--- src/rtl/id_inst_squash_reg_if.sv ---
// Purpose : bundles the fetch-side inputs and decode-side outputs of the
//           IF/ID squash register so that both ends share one port object.
// Ports   : slave modport = the register (consumes fetch, drives decode);
//           master modport = the pipeline environment (drives fetch/redirect).
interface id_inst_squash_reg_if #(
  parameter int XLEN         = 32,
  parameter int NUM_REDIRECT = 3,
  parameter int CNT_W        = 2,
  parameter int STAT_W       = 16
);
  // fetch side
  logic [XLEN-1:0]               if_inst;
  logic [XLEN-1:0]               if_pc;
  logic                          if_valid;
  // hazard / redirect control
  logic                          stall;
  logic [NUM_REDIRECT-1:0]       redirect_req;
  logic [NUM_REDIRECT*CNT_W-1:0] redirect_len;
  // decode side
  logic [XLEN-1:0]               id_inst;
  logic [XLEN-1:0]               id_pc;
  logic                          id_valid;
  logic                          id_bubble;
  logic [CNT_W-1:0]              squash_cnt;
  logic [STAT_W-1:0]             bubble_count;

  modport master (
    output if_inst, if_pc, if_valid, stall, redirect_req, redirect_len,
    input  id_inst, id_pc, id_valid, id_bubble, squash_cnt, bubble_count
  );

  modport slave (
    input  if_inst, if_pc, if_valid, stall, redirect_req, redirect_len,
    output id_inst, id_pc, id_valid, id_bubble, squash_cnt, bubble_count
  );
endinterface

--- src/rtl/id_inst_squash_reg.sv ---
// Purpose : IF/ID pipeline register that turns control-hazard slots into NOP
//           bubbles. Any redirect source kills the incoming fetch and may arm
//           a further run of squashed slots; a saturating counter tallies them.
// Latency : 1 cycle from if_* to id_*; all outputs come straight from flops.
// Backpressure: stall holds every output and freezes the squash run; a
//           redirect still wins over a concurrent stall.
// Ports   : clk, rst (synchronous, active-high); bus = slave side of
//           id_inst_squash_reg_if (if_inst/if_pc/if_valid, stall,
//           redirect_req/redirect_len in; id_inst/id_pc/id_valid/id_bubble,
//           squash_cnt, bubble_count out).
module id_inst_squash_reg #(
  parameter int              XLEN         = 32,
  parameter logic [XLEN-1:0] NOP_INST     = XLEN'(32'h00000013),
  parameter int              NUM_REDIRECT = 3,
  parameter int              CNT_W        = 2,
  parameter int              STAT_W       = 16
) (
  input  logic               clk,
  input  logic               rst,
  id_inst_squash_reg_if.slave bus
);

  // What the register does with the slot arriving this edge.
  typedef enum logic [1:0] {
    ACT_LOAD     = 2'd0,  // normal fetch load
    ACT_REDIRECT = 2'd1,  // kill slot, arm a new squash run
    ACT_HOLD     = 2'd2,  // stall: keep everything
    ACT_SQUASH   = 2'd3   // kill slot as part of an armed run
  } action_t;

  action_t           action;

  logic [XLEN-1:0]   inst_q,   inst_d;
  logic [XLEN-1:0]   pc_q,     pc_d;
  logic              valid_q,  valid_d;
  logic              bubble_q, bubble_d;
  logic [CNT_W-1:0]  cnt_q,    cnt_d;
  logic [STAT_W-1:0] stat_q,   stat_d;

  logic [CNT_W-1:0]  max_len;
  logic              redirect;

  // Longest requested extra-squash length among the asserted sources.
  // Lengths of idle sources are ignored, so stale values on their lanes
  // can never stretch a run.
  always_comb begin
    redirect = |bus.redirect_req;
    max_len  = '0;
    for (int i = 0; i < NUM_REDIRECT; i++) begin
      if (bus.redirect_req[i] &&
          (bus.redirect_len[i*CNT_W +: CNT_W] > max_len)) begin
        max_len = bus.redirect_len[i*CNT_W +: CNT_W];
      end
    end
  end

  // Slot arbitration: redirect > stall > pending squash > normal load.
  always_comb begin
    action = ACT_LOAD;
    if (redirect) begin
      action = ACT_REDIRECT;
    end else if (bus.stall) begin
      action = ACT_HOLD;
    end else if (cnt_q != '0) begin
      action = ACT_SQUASH;
    end
  end

  // Next-state for the pipeline payload and squash counter.
  always_comb begin
    inst_d   = inst_q;
    pc_d     = pc_q;
    valid_d  = valid_q;
    bubble_d = bubble_q;
    cnt_d    = cnt_q;
    unique case (action)
      ACT_REDIRECT: begin
        inst_d   = NOP_INST;
        pc_d     = bus.if_pc;
        valid_d  = 1'b0;
        bubble_d = 1'b1;
        // A fresh redirect replaces any residual run rather than adding to it.
        cnt_d    = max_len;
      end
      ACT_SQUASH: begin
        inst_d   = NOP_INST;
        pc_d     = bus.if_pc;
        valid_d  = 1'b0;
        bubble_d = 1'b1;
        cnt_d    = cnt_q - CNT_W'(1);
      end
      ACT_LOAD: begin
        inst_d   = bus.if_valid ? bus.if_inst : NOP_INST;
        pc_d     = bus.if_pc;
        valid_d  = bus.if_valid;
        bubble_d = ~bus.if_valid;
      end
      ACT_HOLD: begin
        // everything keeps its value, including the squash run length
      end
      default: begin
      end
    endcase
  end

  // Bubble statistics: only slots killed by a redirect or an armed run count.
  // Empty fetches (if_valid=0) are not control-hazard bubbles.
  always_comb begin
    stat_d = stat_q;
    if (((action == ACT_REDIRECT) || (action == ACT_SQUASH)) && !(&stat_q)) begin
      stat_d = stat_q + STAT_W'(1);
    end
  end

  always_ff @(posedge clk) begin
    if (rst) begin
      inst_q   <= NOP_INST;
      pc_q     <= '0;
      valid_q  <= 1'b0;
      bubble_q <= 1'b1;
      cnt_q    <= '0;
      stat_q   <= '0;
    end else begin
      inst_q   <= inst_d;
      pc_q     <= pc_d;
      valid_q  <= valid_d;
      bubble_q <= bubble_d;
      cnt_q    <= cnt_d;
      stat_q   <= stat_d;
    end
  end

  assign bus.id_inst      = inst_q;
  assign bus.id_pc        = pc_q;
  assign bus.id_valid     = valid_q;
  assign bus.id_bubble    = bubble_q;
  assign bus.squash_cnt   = cnt_q;
  assign bus.bubble_count = stat_q;

endmodule

--- src/flat_wrapper.sv ---
// flat-port wrapper written by rule: the top's interface ports become plain ports
module id_inst_squash_reg_flat 
#(
  parameter int              XLEN         = 32,
  parameter logic [XLEN-1:0] NOP_INST     = XLEN'(32'h00000013),
  parameter int              NUM_REDIRECT = 3,
  parameter int              CNT_W        = 2,
  parameter int              STAT_W       = 16
)
  (clk, rst, bus_if_inst, bus_if_pc, bus_if_valid, bus_stall, bus_redirect_req, bus_redirect_len, bus_id_inst, bus_id_pc, bus_id_valid, bus_id_bubble, bus_squash_cnt, bus_bubble_count);
  id_inst_squash_reg_if #(.XLEN(XLEN), .NUM_REDIRECT(NUM_REDIRECT), .CNT_W(CNT_W), .STAT_W(STAT_W)) bus_i ();
  input  logic clk;
  input  logic rst;
  input wire logic [$bits(bus_i.if_inst)-1:0] bus_if_inst;
  input wire logic [$bits(bus_i.if_pc)-1:0] bus_if_pc;
  input wire logic [$bits(bus_i.if_valid)-1:0] bus_if_valid;
  input wire logic [$bits(bus_i.stall)-1:0] bus_stall;
  input wire logic [$bits(bus_i.redirect_req)-1:0] bus_redirect_req;
  input wire logic [$bits(bus_i.redirect_len)-1:0] bus_redirect_len;
  output wire logic [$bits(bus_i.id_inst)-1:0] bus_id_inst;
  output wire logic [$bits(bus_i.id_pc)-1:0] bus_id_pc;
  output wire logic [$bits(bus_i.id_valid)-1:0] bus_id_valid;
  output wire logic [$bits(bus_i.id_bubble)-1:0] bus_id_bubble;
  output wire logic [$bits(bus_i.squash_cnt)-1:0] bus_squash_cnt;
  output wire logic [$bits(bus_i.bubble_count)-1:0] bus_bubble_count;
  assign bus_i.if_inst = bus_if_inst;
  assign bus_i.if_pc = bus_if_pc;
  assign bus_i.if_valid = bus_if_valid;
  assign bus_i.stall = bus_stall;
  assign bus_i.redirect_req = bus_redirect_req;
  assign bus_i.redirect_len = bus_redirect_len;
  assign bus_id_inst = bus_i.id_inst;
  assign bus_id_pc = bus_i.id_pc;
  assign bus_id_valid = bus_i.id_valid;
  assign bus_id_bubble = bus_i.id_bubble;
  assign bus_squash_cnt = bus_i.squash_cnt;
  assign bus_bubble_count = bus_i.bubble_count;
  id_inst_squash_reg #(.XLEN(XLEN), .NOP_INST(NOP_INST), .NUM_REDIRECT(NUM_REDIRECT), .CNT_W(CNT_W), .STAT_W(STAT_W)) u_core (.clk(clk), .rst(rst), .bus(bus_i));
endmodule
--- config.mk ---
export PLATFORM = sky130hd
export DESIGN_NAME = id_inst_squash_reg_flat
export DESIGN_NICKNAME = d
export VERILOG_FILES = /design/src/rtl/id_inst_squash_reg_if.sv /design/src/rtl/id_inst_squash_reg.sv /design/src/flat_wrapper.sv
export SDC_FILE = /design/constraint.sdc
export NUM_CORES = 1
export LEC_CHECK = 0
export ABC_AREA = 1
export ABC_CLOCK_PERIOD_IN_PS = 4100
export BUFFER_PORTS_ARGS = -buffer_cell sky130_fd_sc_hd__buf_4
export CAP_MARGIN = 20
export CORE_MARGIN = 2
export CORE_UTILIZATION = 45
export DETAILED_ROUTE_END_ITERATION = 8
export GPL_ROUTABILITY_DRIVEN = 0
export MAX_ROUTING_LAYER = met4
export PLACE_DENSITY = 0.77
export REMOVE_ABC_BUFFERS = 1
export SLEW_MARGIN = 40
export SYNTH_ARGS = -nofsm -noshare
export SYNTH_HDL_FRONTEND = slang
export SYNTH_SLANG_ARGS = --single-unit
--- constraint.sdc ---
create_clock -name clk -period 4.1 [get_ports clk]
set_input_delay 1.23 -clock clk [delete_from_list [all_inputs] [get_ports clk]]
set_output_delay 1.23 -clock clk [all_outputs]
set_load 0.05 [all_outputs]
==> results of run 1 <==
## layout make-up
cell class	instances	area, µm²
clock buffers	11	141
clock inverters	5	83.8
fillers	677	2670
inverters	24	95.1
multi-input cells	355	1670
flip-flops and latches	84	1680
well taps	102	128
repair buffers	162	1220
## where the power goes
part	internal [mW]	switching, mW
clock network	0.362	0.296
registers	0.842	0.0172
logic	0.111	0.185
total	1.32	0.498
## critical path, cell delays in order
cell	delay (ns)
sky130_fd_sc_hd__buf_4	0.12
sky130_fd_sc_hd__nand2_1	0.08
sky130_fd_sc_hd__inv_1	0.05
sky130_fd_sc_hd__ha_1	0.25
sky130_fd_sc_hd__a21boi_0	0.31
sky130_fd_sc_hd__nand3_1	0.16
sky130_fd_sc_hd__and2_1	0.19
sky130_fd_sc_hd__ha_1	0.29
sky130_fd_sc_hd__nand2_1	0.08
sky130_fd_sc_hd__nand2_1	0.05
sky130_fd_sc_hd__nor2_1	0.17
sky130_fd_sc_hd__inv_1	0.08
sky130_fd_sc_hd__nand3_1	0.10
sky130_fd_sc_hd__nand3_1	0.08
sky130_fd_sc_hd__nand2_1	0.06
sky130_fd_sc_hd__inv_1	0.03
## cells in the mapped netlist (all sizes together) (5+ instances only)
cell,count
a21oi,81
buf,13
clkbuf,10
dfxtp,84
ha,6
inv,24
nand2,196
nand3,13
nor2,31
o21ai,6
xor2,5
## cell families after synthesis
logic type | synth area share
AO/OA/AOI/OAI | 0.146
adder cells (fa/ha/maj) | 0.0211
buffers and inverters | 0.0591
XOR/XNOR | 0.0123
AND/OR/NAND/NOR | 0.289
flip-flops | 0.473
## path summary, 6_finish.rpt
path	from	end	slack (ns)	cells after the start
worst max-delay path	bus_redirect_req[0]	u_core.bus.squash_cnt[0]	0.99	16
worst max register to register	u_core.bus.bubble_count[0]	u_core.bus.bubble_count[10]	2.33	9
worst min-delay path	u_core.bus.id_pc[14]	u_core.bus.id_pc[14]	0.46	2
worst min register to register	u_core.bus.id_pc[14]	u_core.bus.id_pc[14]	0.46	2
## flip-flops by register name (all words and copies together), names as in the netlist
register                 flops
u_core.bus.id_bubble         1
u_core.bus.id_pc            32
u_core.bus.bubble_count     16
u_core.bus.id_inst          32
u_core.bus.squash_cnt        2
u_core.bus.id_valid          1
## stage by stage
step	cell area [µm²]	std cells	hold slack, ns
after floorplan	3440	463	0.687
after global placement	4790	727	0.449
after detailed placement	4790	727	0.453
after CTS	5010	743	0.466
after global routing	5020	743	0.481
final	5020	743	0.463
## per-layer routing
metal,routed length [µm],global-route usage,part of all wire,vias to the layer above
li1,-,-,-,1859
met1,4110,0.287,0.41,1633
met2,5060,0.393,0.50,136
met3,721,0.0545,0.072,12
met4,130,0.0699,0.013,0
met5,0,-,0,-
==> impl_results.md, run 1 <==
- Final layout net count: 719
- Starting density of the core: 0.463
- Horizontal die dimension: 92.9 µm
- Worst-Skew Late Latency: 0.34 ns
- Vias: 3,640
- Final count of negative-setup-slack endpoints: 0
- Final number of max-transition violations: 0
- Average wire length per cell after detail routing: 13.5 µm
- GR Overflow Total: 0
- Fraction of final layout cells with drive strength greater than 1: 0.317
- CTS HTree Levels: 3
- Combined global-route utilization of all metal layers: 0.236
- Crit share post-route: 0.759
- Final routed DRC violation total: 0
- Static Leak: 2.23 nW
- Max-capacitance violation count: 0
- Time the worst path needs with I/O delays and setup: 3.11 ns
- Setup bufs post-CTS: 0
- Number of antenna violations at the first check in global routing: 0
- Startpoint kind of the worst setup timing path: input port
- Cell types with the largest area share after synthesis: sky130_fd_sc_hd__dfxtp_1, sky130_fd_sc_hd__nand2_1, sky130_fd_sc_hd__a21oi_1, sky130_fd_sc_hd__nor2_1, sky130_fd_sc_hd__inv_1
- Syn Area/Cell: 7.32 µm²
- Area Growth Syn to Fin: 41.0%
- Setup TNS after final layout: 0 ns
- Skew final: 0.0137 ns
- Total power per unit cell area: 361 mW/mm²
- Die ar.: 0.00864 mm²
- Number of antenna repair diodes: 0
- Number of distinct standard cells referenced by the synthesized netlist: 25
- Iteration-0 DRC count of the detailed router: 156
- Number of buffers added by the clock tree synthesis step: 9
- Sinks on Clock Net: 84
- Number of synthesized flops with an enable pin: 0
- Utilization after layout: 0.653
- Number of top-level pins: 161
- Smallest setup slack after layout: 0.988 ns
- RSZ-0062 raised after global routing: false
- Register bit count reported by yosys: 84
- Number of global-route vias before repair: 3,361
- Clock edge transition at the registers on the reported setup and hold paths: 0.07 ns
- Number of detailed-routing iterations run before antenna repair: 4
- Highest clock rate: 321 MHz
- Worst setup path class: in2reg
- Antenna Nets Post-Route: 0
- Required arrival time at the worst endpoint: 4.33 ns
- Leading cell type in the layout, fill and taps excluded: sky130_fd_sc_hd__nand2_1
- Synth Warn #: 0
- Sequential element share of the synthesized area: 0.473
- TritonCTS clock tree: yes
- Number of rows created at floorplan: 32
- CP endpoint kind: flip-flop
- Area leader, netlist: sky130_fd_sc_hd__dfxtp_1
- Tightest Hold Check Type: reg2reg
- Main synth FF type: sky130_fd_sc_hd__dfxtp_1
- Post-cts sizing count: 0
- Run status: finished, final reports clean
- Number of buffers inserted for hold repair after clock tree synthesis: 0
- Via/cell ratio: 4.90
- Worst Max-Slew Pin Slew: 0.619 ns
- Placeable core region: 0.00769 mm²
- Final routed wirelength across all metal layers: 10,000 µm
- IO Port Bufs: 160
- Fraction of registers with async set/reset: 0
- Highest fanout seen on the critical path: 3
- Root buffer cell: sky130_fd_sc_hd__clkbuf_8
- Design Power: 1.81 mW
- Endpoint arrival time on the critical path: 3.35 ns
- Max-Slew Margin vs Limit: 0.587
- Chip height: 92.9 µm
- Worst vdd ir: 0.000165 V
- Synth Instances: 486
- Largest net degree at the start of global routing: 80
- Maximum clock path buffer count: 2
- Mapped cell area: 0.00356 mm²
- Global-route wire length before repair: 16,000 µm
- Area fraction of the dominant cell type after synthesis: 0.473
- Hold Vio Cnt, Final: 0
- HPWL after detailed placement: 7130 µm
- Commonest cells after routing, fill and taps aside: sky130_fd_sc_hd__nand2_1, sky130_fd_sc_hd__buf_4, sky130_fd_sc_hd__dfxtp_1
- Worst setup slack after placement: 0.671 ns
Power figures use the tool's default switching activity.
==> run 2: changes to the inputs <==
Settings changed: ABC_CLOCK_PERIOD_IN_PS 4100 to 2900.
Clock period 4.1 ns to 2.9 ns, I/O delays scaled along.
==> run 2 against run 1 <==
  * First-iteration DRC count increased by 18%
  * Highest routed layer unchanged
  * Worst hold slack better by 0.0033 ns
  * Power up 38%
  * Wire length up 0.91%
  * Sequential power grew 41%
  * Critical path type unchanged
  * Clock skew down 0.00085 ns
  * Worst setup slack worse by 0.71 ns
  * Combinational power increased by 43%
  * Sequential share of layout area fell by 0.067 points
  * Flip-flop and latch count unchanged
  * Design area up 0.20%
==> impl_results.md, run 2 (synthesis gave the netlist of run 1 again) <==
- Design Power: 2.50 mW (+38%)
- Commonest cells after routing, fill and taps aside: sky130_fd_sc_hd__nand2_1, sky130_fd_sc_hd__buf_4, sky130_fd_sc_hd__dfxtp_1
- Final routed DRC violation total: 0 (unchanged)
- Max-capacitance violation count: 0 (unchanged)
- TritonCTS clock tree: yes
- Chip height: 92.9 µm (unchanged)
- Number of detailed-routing iterations run before antenna repair: 4 (unchanged)
- Tightest Hold Check Type: reg2reg
- Hold-critical path endpoint: u_core.bus.id_inst[3]
- Final non-filler cell area: 0.00503 mm² (+0.20%)
- Final number of max-transition violations: 0 (unchanged)
- RSZ-0062 raised after global routing: false
- Largest net degree at the start of global routing: 63 (-21%)
- Hold path startpoint: u_core.bus.id_inst[3]
- Hold Vio Cnt, Final: 0 (unchanged)
- Skew final: 0.0128 ns (-0.000855 ns)
- Setup TNS after final layout: 0 ns (unchanged)
- Horizontal die dimension: 92.9 µm (unchanged)
- Utilization after layout: 0.654 (+0.00130)
- Final routed wirelength across all metal layers: 10,100 µm (+0.91%)
- Worst setup path class: in2reg
- Reg2Reg Depth: 8 (-1)
- Average wire length per cell after detail routing: 13.5 µm (+0.50%)
- Sinks on Clock Net: 84 (unchanged)
- GR Overflow Total: 0 (unchanged)
- Highest clock rate: 381 MHz
- Post-DP Area: 0.00482 mm² (+0.68%)
- Number of antenna repair diodes: 0 (unchanged)
- Die ar.: 0.00864 mm² (unchanged)
- Number of buffers added by the clock tree synthesis step: 9 (unchanged)
- Hold path cells: 2 (unchanged)
- Final layout net count: 722 (+0.42%)
- Worst vdd ir: 0.000268 V (+62%)
- Combined global-route utilization of all metal layers: 0.241 (+0.00534)
- Leading cell type in the layout, fill and taps excluded: sky130_fd_sc_hd__nand2_1
- Highest fanout seen on the critical path: 3 (unchanged)
- Final count of negative-setup-slack endpoints: 0 (unchanged)
- Number of global-route vias before repair: 3,191 (-5.1%)
- Clock edge transition at the registers on the reported setup and hold paths: 0.10 ns (+0.03 ns)
- Placeable core region: 0.00769 mm² (unchanged)
- HPWL after detailed placement: 7280 µm (+2.1%)
- Time the worst path needs with I/O delays and setup: 2.63 ns
- Beginning of the worst register-to-register path: u_core.bus.squash_cnt[0]
- Maximum clock path buffer count: 2 (unchanged)
- CP endpoint kind: flip-flop
- Max-Slew Margin vs Limit: 0.731 (+0.144)
- Fraction of final layout cells with drive strength greater than 1: 0.321 (+0.00474)
- Critical R2R Capture: u_core.bus.bubble_count[1]
- Area Growth Syn to Fin: 41.3%
- Root buffer cell: sky130_fd_sc_hd__clkbuf_8
- Post-cts sizing count: 0 (unchanged)
- Endpoint arrival time on the critical path: 2.88 ns (-0.47 ns)
- Number of top-level pins: 161 (unchanged)
- Filler cell count in the final layout: 650 (-4.0%)
- Smallest setup slack after layout: 0.274 ns (-0.714 ns)
- Run status: finished, final reports clean
- Setup bufs post-CTS: 0 (unchanged)
- Antenna Nets Post-Route: 0 (unchanged)
- Required arrival time at the worst endpoint: 3.15 ns (-1.18 ns)
- Global-route wire length before repair: 16,200 µm (+1.5%)
- CTS HTree Levels: 3 (unchanged)
- Starting density of the core: 0.463 (unchanged)
- Via/cell ratio: 4.92 (+0.34%)
- Total power per unit cell area: 498 mW/mm² (+38%)
- IO Port Bufs: 160 (unchanged)
- Startpoint kind of the worst setup timing path: input port
- Vias: 3,667 (+0.74%)
- Worst-Skew Late Latency: 0.34 ns (about the same)
- Number of rows created at floorplan: 32 (unchanged)
- Number of buffers inserted for hold repair after clock tree synthesis: 0 (unchanged)
- Static Leak: 2.24 nW (+0.44%)
- Crit share post-route: 0.906
- Worst Max-Slew Pin Slew: 0.403 ns (-0.216 ns)
- Register-to-register setup slack: 1.13 ns (-1.20 ns)
- Number of antenna violations at the first check in global routing: 0 (unchanged)
- Iteration-0 DRC count of the detailed router: 184 (+18%)
- Worst setup slack after placement: -0.172 ns (-0.843 ns)
-- run 2: worst max path at each step --
stage / start / end / slack (ns)
detailed placement: bus_redirect_req[0] / u_core.bus.squash_cnt[1] / -0.17
CTS: bus_redirect_req[0] / u_core.bus.squash_cnt[1] / 0.20
finish: bus_redirect_req[0] / u_core.bus.squash_cnt[1] / 0.27
floorplan: bus_redirect_len[0] / u_core.bus.squash_cnt[0] / 0.26
global route: bus_redirect_req[0] / u_core.bus.squash_cnt[0] / 0.07
global placement: bus_redirect_req[0] / u_core.bus.squash_cnt[0] / 0.06
-- run 2: metal layers --
metal  wire length [µm]  GRT usage  vias to the layer above
li1                   -          -                     1862
met1               4310      0.305                     1676
met2               5050      0.400                      122
met3                662     0.0448                        7
met4                 78     0.0625                        0
met5                  0          -                        -
-- run 2: layout make-up --
| class | count | area (µm²) | share of cell area |
|---|---|---|---|
| inverter | 24 | 92.6 | 0.0184 |
| clock inverter | 7 | 82.6 | 0.0164 |
| sequential | 84 | 1680 | 0.334 |
| tap | 102 | 128 | 0.0254 |
| multi-input combinational | 355 | 1670 | 0.332 |
| clock buffer | 9 | 124 | 0.0246 |
| timing repair buffer | 165 | 1250 | 0.249 |
-- run 2: power by group --
group / internal, mW / leakage, nW / switching (mW)
combinational: 0.159 / 1.45 / 0.263
clock: 0.412 / 0.0984 / 0.456
sequential: 1.19 / 0.687 / 0.0244
total: 1.76 / 2.24 / 0.743
-- run 2: critical path: stages --
cell,delay [ns]
sky130_fd_sc_hd__buf_4,0.12
sky130_fd_sc_hd__nand2_1,0.08
sky130_fd_sc_hd__inv_1,0.05
sky130_fd_sc_hd__ha_1,0.27
sky130_fd_sc_hd__a21boi_1,0.22
sky130_fd_sc_hd__nand3_1,0.16
sky130_fd_sc_hd__and2_1,0.20
sky130_fd_sc_hd__ha_1,0.26
sky130_fd_sc_hd__nand2_1,0.06
sky130_fd_sc_hd__nand2_1,0.06
sky130_fd_sc_hd__nor2_1,0.19
sky130_fd_sc_hd__inv_1,0.08
sky130_fd_sc_hd__nand3_1,0.08
sky130_fd_sc_hd__nand3_1,0.07
sky130_fd_sc_hd__nand2_1,0.07
sky130_fd_sc_hd__inv_1,0.04
-- run 2: per-stage QoR --
step,hold WS [ns],instances
4_1_cts,0.467,746
5_1_grt,0.485,746
3_3_place_gp,0.449,730
2_1_floorplan,0.687,463
3_5_place_dp,0.453,730
6_report,0.467,746
==> run 3: changes to the inputs <==
--- a/config.mk
+++ b/config.mk
@@ -12,4 +12,5 @@
 export CORE_MARGIN = 2
 export CORE_UTILIZATION = 45
+export CTS_CLUSTER_DIAMETER = 30
 export DETAILED_ROUTE_END_ITERATION = 8
 export GPL_ROUTABILITY_DRIVEN = 0
==> constraint.sdc (replaced) <==
create_clock -name clk -period 2.9 [get_ports clk]
set_input_delay 0.29 -clock clk [delete_from_list [all_inputs] [get_ports clk]]
set_output_delay 0.29 -clock clk [all_outputs]
set_load 0.05 [all_outputs]
==> run 3 against run 2 <==
  * Design area shrank 0.70%
  * Global-route usage shrank 1.0 points
  * Maximum frequency grew 13%
  * Via count shrank 0.38%
  * Clock skew shrank 0.0011 ns
  * Worst hold slack lost 0.31 ns
  * Register-to-register slack is essentially flat
  * Count of clock-buffer cells in the layout grew 1
  * Combinational power is essentially flat
  * Worst setup slack gained 0.31 ns
  * Critical endpoint unchanged
==> impl_results.md, run 3 (synthesis gave the netlist of run 1 again) <==
- Worst Max-Slew Pin Slew: 0.622 ns (+0.220 ns)
- Time the worst path needs with I/O delays and setup: 2.32 ns (-0.307 ns)
- Number of antenna violations at the first check in global routing: 0 (unchanged)
- Post-DP Area: 0.00480 mm² (-0.41%)
- Clock edge transition at the registers on the reported setup and hold paths: 0.10 ns (about the same)
- Fraction of final layout cells with drive strength greater than 1: 0.320 (-0.00106)
- Number of detailed-routing iterations run before antenna repair: 4 (unchanged)
- Max-capacitance violation count: 0 (unchanged)
- Area Growth Syn to Fin: 40.3%
- Horizontal die dimension: 92.9 µm (unchanged)
- Commonest cells after routing, fill and taps aside: sky130_fd_sc_hd__nand2_1, sky130_fd_sc_hd__buf_4, sky130_fd_sc_hd__dfxtp_1
- Worst setup path class: in2reg
- Final routed DRC violation total: 0 (unchanged)
- Iteration-0 DRC count of the detailed router: 134 (-27%)
- Average wire length per cell after detail routing: 13.5 µm (-0.16%)
- Number of top-level pins: 161 (unchanged)
- TritonCTS clock tree: yes
- IO Port Bufs: 160 (unchanged)
- Final layout net count: 721 (-0.14%)
- Global-route wire length before repair: 15,600 µm (-3.7%)
- Static Leak: 2.23 nW (-0.48%)
- Highest fanout seen on the critical path: 3 (unchanged)
- Final count of negative-setup-slack endpoints: 0 (unchanged)
- Die ar.: 0.00864 mm² (unchanged)
- Worst-Skew Late Latency: 0.34 ns (about the same)
- HPWL after detailed placement: 7180 µm (-1.4%)
- Hold-critical path endpoint: u_core.bus.id_inst[4]
- Number of buffers inserted for hold repair after clock tree synthesis: 0 (unchanged)
- Leading cell type in the layout, fill and taps excluded: sky130_fd_sc_hd__nand2_1
- Placeable core region: 0.00769 mm² (unchanged)
- Vias: 3,653 (-0.38%)
- Root buffer cell: sky130_fd_sc_hd__clkbuf_8
- RSZ-0062 raised after global routing: false
- Design Power: 2.45 mW (-2.2%)
- Crit share post-route: 0.800 (-0.106)
- Hold Vio Cnt, Final: 0 (unchanged)
- Required arrival time at the worst endpoint: 3.14 ns (about the same)
- Reg2Reg Depth: 9 (+1)
- Final routed wirelength across all metal layers: 10,100 µm (-0.30%)
- Beginning of the worst register-to-register path: u_core.bus.bubble_count[0]
- Run status: finished, final reports clean
- Hold path startpoint: bus_if_inst[4]
- Tightest Hold Check Type: in2reg
- Critical R2R Capture: u_core.bus.bubble_count[1]
- Number of antenna repair diodes: 0 (unchanged)
- Total power per unit cell area: 490 mW/mm² (-1.5%)
- Final non-filler cell area: 0.00499 mm² (-0.70%)
- Final number of max-transition violations: 0 (unchanged)
- Sinks on Clock Net: 84 (unchanged)
- Endpoint arrival time on the critical path: 2.56 ns (-0.32 ns)
- Starting density of the core: 0.463 (unchanged)
- Maximum clock path buffer count: 2 (unchanged)
- Highest clock rate: 431 MHz (+13%)
- Skew final: 0.0117 ns (-0.00112 ns)
- Number of rows created at floorplan: 32 (unchanged)
- Cell count after placement: 729 (-0.14%)
- Chip height: 92.9 µm (unchanged)
- CTS HTree Levels: 3 (unchanged)
- Worst hold slack after final layout: 0.154 ns (-0.313 ns)
- Finished Layout Cells: 745 (-0.13%)
- GR Overflow Total: 0 (unchanged)
- Worst vdd ir: 0.000271 V (+0.94%)
- Setup bufs post-CTS: 0 (unchanged)
- Hold path cells: 3 (+1)
- Largest net degree at the start of global routing: 63 (unchanged)
- Register-to-register setup slack: 1.13 ns (about the same)
- Antenna Nets Post-Route: 0 (unchanged)
- Via/cell ratio: 4.90 (-0.25%)
- Max-Slew Margin vs Limit: 0.585 (-0.146)
- Post-cts sizing count: 0 (unchanged)
- Number of global-route vias before repair: 3,266 (+2.4%)
- CP endpoint kind: flip-flop
- Number of buffers added by the clock tree synthesis step: 9 (unchanged)
- Startpoint kind of the worst setup timing path: input port
- Setup TNS after final layout: 0 ns (unchanged)
- Combined global-route utilization of all metal layers: 0.231 (-0.0101)
-- run 3: cell types whose count changed in the layout (fill, tap and decap cells not counted) --
cell | previous run | this run
sky130_fd_sc_hd__bufinv_16 | 1 | 0
sky130_fd_sc_hd__a21boi_0 | 2 | 3
sky130_fd_sc_hd__clkbuf_8 | 9 | 10
sky130_fd_sc_hd__clkinvlp_4 | 2 | 1
sky130_fd_sc_hd__buf_12 | 1 | 0
sky130_fd_sc_hd__inv_6 | 2 | 3
sky130_fd_sc_hd__a21boi_1 | 1 | 0
-- run 3: layer usage --
layer,track usage,share of wire
met2,0.386,0.48
met5,-,0
met1,0.286,0.43
met3,0.0439,0.069
met4,0.0674,0.014
-- run 3: where the power goes --
part | leakage (nW) | internal [mW] | switching [mW]
registers | 0.687 | 1.19 | 0.0243
logic | 1.44 | 0.157 | 0.264
clock network | 0.0958 | 0.352 | 0.461
-- run 3: how the worst max path moves through the flow --
stage | startpoint | endpoint | slack [ns] | cells past startpoint
3_3_place_gp | bus_redirect_req[0] | u_core.bus.squash_cnt[0] | 0.63 | 16
3_5_place_dp | bus_redirect_req[0] | u_core.bus.squash_cnt[1] | 0.34 | 16
6_report | bus_redirect_req[0] | u_core.bus.squash_cnt[1] | 0.58 | 16
2_1_floorplan | u_core.bus.squash_cnt[0] | u_core.bus.id_inst[0] | 0.58 | 7
5_1_grt | bus_redirect_req[0] | u_core.bus.squash_cnt[1] | 0.44 | 16
4_1_cts | bus_redirect_req[0] | u_core.bus.squash_cnt[1] | 0.66 | 16
-- run 3: layout make-up --
type	instances	area, µm²
Sequential cell	84	1680
Clock inverter	6	53.8
Tap cell	102	128
Timing Repair Buffer	164	1230
Inverter	24	92.6
Clock buffer	10	138
Fill cell	689	2690
Multi-Input combinational cell	355	1670
-- run 3: metrics by stage --
stage,setup slack (ns),utilization
after floorplan,0.578,-
after global placement,0.634,0.625
after detailed placement,0.337,0.625
after CTS,0.663,0.650
after global routing,0.444,0.650
final,0.580,0.650
-- run 3: worst max-delay path, stage by stage --
cell and delay [ns]:
sky130_fd_sc_hd__buf_4 0.12, sky130_fd_sc_hd__nand2_1 0.08, sky130_fd_sc_hd__inv_1 0.05, sky130_fd_sc_hd__ha_1 0.27, sky130_fd_sc_hd__a21boi_0 0.34, sky130_fd_sc_hd__nand3_1 0.16
sky130_fd_sc_hd__and2_1 0.19, sky130_fd_sc_hd__ha_1 0.27, sky130_fd_sc_hd__nand2_1 0.09, sky130_fd_sc_hd__nand2_1 0.06, sky130_fd_sc_hd__nor2_1 0.24, sky130_fd_sc_hd__inv_1 0.11
sky130_fd_sc_hd__nand3_1 0.10, sky130_fd_sc_hd__nand3_1 0.07, sky130_fd_sc_hd__nand2_1 0.07, sky130_fd_sc_hd__inv_1 0.04
